===== src/rtl/interface_sender.sv =====
// Transmit-side valid/ready register slice with a main/skid buffer and a
// saturating back-pressure counter for debug.
module interface_sender #(
   parameter int DATA_WIDTH      = 32,
   parameter int STALL_CNT_WIDTH = 16
) (
   input  logic                       clk,
   input  logic                       rst,
   input  logic                       valid_in,
   input  logic [DATA_WIDTH-1:0]      data_in,
   output logic                       ready_out,
   output logic                       valid_out,
   output logic [DATA_WIDTH-1:0]      data_out,
   input  logic                       ready_in,
   output logic [STALL_CNT_WIDTH-1:0] stall_cnt,
   input  logic                       clr_stall,
   output logic [1:0]                 o_dbg_state
);

   // Handshake semantics: a beat moves on a rising edge where valid and ready
   // are both high; valid never depends on ready, and once raised valid/data
   // hold until that transfer edge.
   typedef enum logic [1:0] {
      EMPTY = 2'd0,
      ONE   = 2'd1,
      FULL  = 2'd2
   } state_t;

   state_t                     r_state;
   state_t                     w_next_state;
   logic [DATA_WIDTH-1:0]      r_main;
   logic [DATA_WIDTH-1:0]      r_skid;
   logic [DATA_WIDTH-1:0]      w_next_main;
   logic [DATA_WIDTH-1:0]      w_next_skid;
   logic [STALL_CNT_WIDTH-1:0] r_stall;
   logic                       w_push;
   logic                       w_pop;

   // Every output is a pure decode of flops, so no input reaches an output.
   assign valid_out   = (r_state != EMPTY);
   assign ready_out   = (r_state != FULL);
   assign data_out    = r_main;
   assign stall_cnt   = r_stall;
   assign o_dbg_state = r_state;

   assign w_push = valid_in && ready_out;
   assign w_pop  = valid_out && ready_in;

   always_ff @(posedge clk or negedge rst) begin
      if (!rst) begin
         r_state <= EMPTY;
         r_main  <= '0;
         r_skid  <= '0;
      end else begin
         r_state <= w_next_state;
         r_main  <= w_next_main;
         r_skid  <= w_next_skid;
      end
   end

   always_comb begin
      w_next_state = r_state;
      w_next_main  = r_main;
      w_next_skid  = r_skid;
      case (r_state)
         EMPTY: begin
            if (w_push) begin
               w_next_main  = data_in;
               w_next_state = ONE;
            end
         end
         ONE: begin
            if (w_push && w_pop) begin
               w_next_main = data_in;
            end else if (w_push) begin
               w_next_skid  = data_in;
               w_next_state = FULL;
            end else if (w_pop) begin
               w_next_state = EMPTY;
            end
         end
         FULL: begin
            // ready_out is low here, so only the pop can happen.
            if (w_pop) begin
               w_next_main  = r_skid;
               w_next_state = ONE;
            end
         end
         default: begin
            w_next_state = EMPTY;
         end
      endcase
   end

   always_ff @(posedge clk or negedge rst) begin
      if (!rst) begin
         r_stall <= '0;
      end else if (clr_stall) begin
         r_stall <= '0;
      end else if (valid_out && !ready_in && (r_stall != '1)) begin
         r_stall <= r_stall + 1'b1;
      end
   end

endmodule


===== config.mk =====
export PLATFORM = sky130hd
export DESIGN_NAME = interface_sender
export DESIGN_NICKNAME = d
export VERILOG_FILES = /design/src/rtl/interface_sender.sv
export SDC_FILE = /design/constraint.sdc
export NUM_CORES = 1
export LEC_CHECK = 0
export ABC_AREA = 1
export BUFFER_PORTS_ARGS = -buffer_cell sky130_fd_sc_hd__buf_2
export CORE_AREA = 2 2 117 119
export CTS_CLUSTER_DIAMETER = 30
export DETAILED_ROUTE_END_ITERATION = 10
export DIE_AREA = 0 0 119 121
export GPL_ROUTABILITY_DRIVEN = 0
export SYNTH_ARGS = -nofsm -noshare
export SYNTH_HDL_FRONTEND = slang
export SYNTH_SLANG_ARGS = --single-unit

===== constraint.sdc =====
create_clock -name clk -period 2.1 [get_ports clk]
set_input_delay 0.42 -clock clk [delete_from_list [all_inputs] [get_ports clk]]
set_output_delay 0.42 -clock clk [all_outputs]
set_load 0.1 [all_outputs]

==> metrics.md <==
| Metric | Value |
|---|---|
| Pwr Density | 1444 mW/mm^2 |
| Delay-heaviest family, CP | buffers and inverters |
| CP peak stage delay | 0.47 ns |
| Sequence of cells on the critical path | inv_1 > nand2_1 > buf_2 |
| Global Route Usage Sum | 0.1370 |
| Largest net degree at the start of global routing | 41 |
| Leak | 2.326 nW |
| P_int | 3.688 mW |
| Crit path depth | 3 |
| CTS tree | built |
| Switching share of power | 0.4722 |
| Mean Syn Cell Area | 9.110 sq um |
| Ys flop type | dfrtp_1 |
| Initial antenna violation count | 0 |
| Post-Syn Nets | 461 |
| Final critical-path required period | 1.813 ns |
| Drt wl/cell | 13.43 microns |
| CP bufs+invs | 2 |
| I/O Buffers | 88 |
| Post-CTS Resized | 0 |
| Initial DRC Count | 158 |
| Post-CTS Repair Setup Buffers | 0 |
| Most common cell in the netlist | nand2_1 |
| Peak Freq | 0.5515 GHz |
| Met2 Usage GRT | 0.2306 |
| Diode count | 0 |
| Detail Route Antenna Nets | 0 |
| Die Height | 121 microns |
| Final worst slack | 0.2868 ns |
| WP data arrival | 1.39 ns |
| CTS Hold Bufs | 0 |
| Seq pwr share | 0.338 |
| CP max stage cell | buf_2 |
| Fill cell count | 1332 |
| Share of the synthesized area in the top cell type | 0.5325 |
| Least-Margin Pin Slew | 0.5612 ns |
| Row cnt | 42 |
| Main area contributors after synthesis | dfrtp_1 53%, nand2_1 11%, mux2_2 8.2% |
| Sw power | 3.299 mW |
| Post-synth top cells | 112 x nand2_1, 82 x dfrtp_1, 44 x nor2_1, 42 x nand3_1 |
| Pre-CTS setup slack | 0.4679 ns |
| Netlist Area Pre-Place | 0.003854 sq mm |
| Mapped Cells | 423 |
| Vias in the first global route | 3165 |
| CTS Buf Count | 9 |
| Drt pass-1 iters | 5 |
| Worst Path Max Fanout | 5 |
| Post-synth ARST share | 1.000 |
| H-tree depth | 3 |
| Power Total | 6.987 mW |
| Final Max Slew Viols | 0 |
| Required @ worst endpoint | 1.68 ns |
| Seq/Total Area, Yosys | 0.5325 |
| Via count | 3202 |
| Post-synthesis cell type count | 26 |
| Footprint of the multi-input gates | 0.001589 sq mm |
| Part of the power in combinational logic | 0.430 |
| Syn-to-layout area delta | 25.58% |
| Area leader, netlist | dfrtp_1 |
| Number of max-cap violations | 0 |
| Dpl cell area | 0.004534 sq mm |
| Die ar. | 0.01440 sq mm |
| Class of the worst hold path | primary input to asynchronous set/reset pin |
| Hold WS | 0.03878 ns |
| First-pass GRT wire length | 15400 microns |
| Setup_tns | 0 ns |
| Clk_lat worst skew | 0.34 ns |
| Top Ports | 89 |
| Clk root buf | clkbuf_16 |
| Worst Skew | 0.005523 ns |
| Clock power share | 0.232 |
| Max Root-Sink Buffers | 2 |
| DRT Wirelength | 9309 microns |
| Number of synthesized flops with an enable pin | 0 |
| Endpoint class of the critical path | primary output |
| Global route total overflow | 0 |
| Initial Util | 0.2945 |
| CTS Sinks | 82 |
| Storage cell area | 0.002057 sq mm |
| Critical R2R Launch | stall_cnt[1] |
| Synthesis Warnings | 0 |
| #FFs+latches synth | 82 |
| GRT busiest layer | met2 |
| Slew headroom | 0.6285 |
| Detailed Place HPWL | 6509 microns |
| Die Span X | 119 microns |
| Final hold viol count | 0 |
| CP Class | flip-flop to primary output |
| Non-filler instance count after layout | 693 |
| Finished Cell Area | 0.004840 sq mm |
| Endpoints failing setup | 0 |
| DRC | 0 |
| Fin crit share | 0.8634 |
| Max VDD drop | 1.042 mV |
| Nets | 550 |
| Clock transition at the registers of the reported paths | 0.06 ns |
| Status | complete, no violations |
| M3 GR Usage | 0.05451 |
| Proportion of layout cells with a drive suffix above 1 | 0.3017 |
| Critical path startpoint category | flip-flop |
| Grt met1 use | 0.1617 |
| Via/cell ratio | 4.620 |
| DP Cell Count | 677 |
| Reg2Reg Depth | 9 |
| Core ar. | 0.01309 sq mm |
| RSZ-0062 raised after global routing | no |
| Final Core Density | 0.3699 |
| Worst setup path startpoint | o_dbg_state[0] |
path summary, 6_finish.rpt:
kind | end | slack, ns
setup / recovery | ready_out | 0.29
hold reg to reg | data_out[29] | 0.49
min in group clk | r_skid[5] | 0.32
max in group asynchronous | data_out[18] | 1.43
hold / removal | stall_cnt[9] | 0.04
setup reg to reg | stall_cnt[13] | 0.47
layout make-up:
type / count / area share
flip-flops and latches: 82 / 0.4250
multi-input cells: 295 / 0.3283
repair buffers: 98 / 0.1179
clock buffers: 12 / 0.05300
well taps: 176 / 0.04550
inverters: 26 / 0.02017
clock inverters: 4 / 0.01008
metal layers:
layer,vias to the layer above,wire length [microns]
met1,1516,4065
li1,1587,-
met2,89,4489
met3,10,658
met4,0,95
met5,-,0
power groups by stage:
stage                     Combinational [mW]  Clock, mW  Sequential (mW)
after global routing                    3.17       1.73             2.43
after floorplan                        0.778          0             4.03
after global placement                  3.01          0             2.37
after detailed placement                3.04          0             2.39
after CTS                               3.03       1.67             2.37
final                                   3.01       1.62             2.36
layout by cell type (no fill, tap or decap):
cell,n
a31oi_1,28
buf_12,4
buf_2,86
buf_4,8
bufinv_16,1
clkbuf_1,1
clkbuf_16,9
clkbuf_8,2
clkinv_1,1
clkinv_2,2
dfrtp_1,78
dfrtp_2,4
ha_1,1
inv_1,24
inv_2,1
inv_6,1
mux2_2,28
nand2_1,112
nand2_2,1
nand2_4,2
nand3_1,42
nand3_2,1
nand3b_1,2
nand4_1,6
nor2_1,44
nor2_2,1
nor2_4,3
nor2_8,1
nor3_1,1
o21ai_0,14
o21ai_1,1
or2_2,1
xor2_1,6
registers in the layout (all words and copies together) (netlist names):
signal / flops
r_skid: 32
data_out: 32
o_dbg_state: 2
stall_cnt: 16
logic make-up (layout without fill, tap and decap cells):
| logic type | count (synthesis) | count (layout) | synth area share |
|---|---|---|---|
| compound gates | 43 | 43 | 0.06494 |
| xor+xnor | 6 | 6 | 0.01364 |
| fa+ha+maj | 1 | 1 | 0.003246 |
| buf+inv | 46 | 140 | 0.05519 |
| flops | 82 | 82 | 0.5325 |
| mux | 28 | 28 | 0.08182 |
| simple gates | 217 | 217 | 0.2487 |
Note: power is estimated with default switching activity, not from simulation.
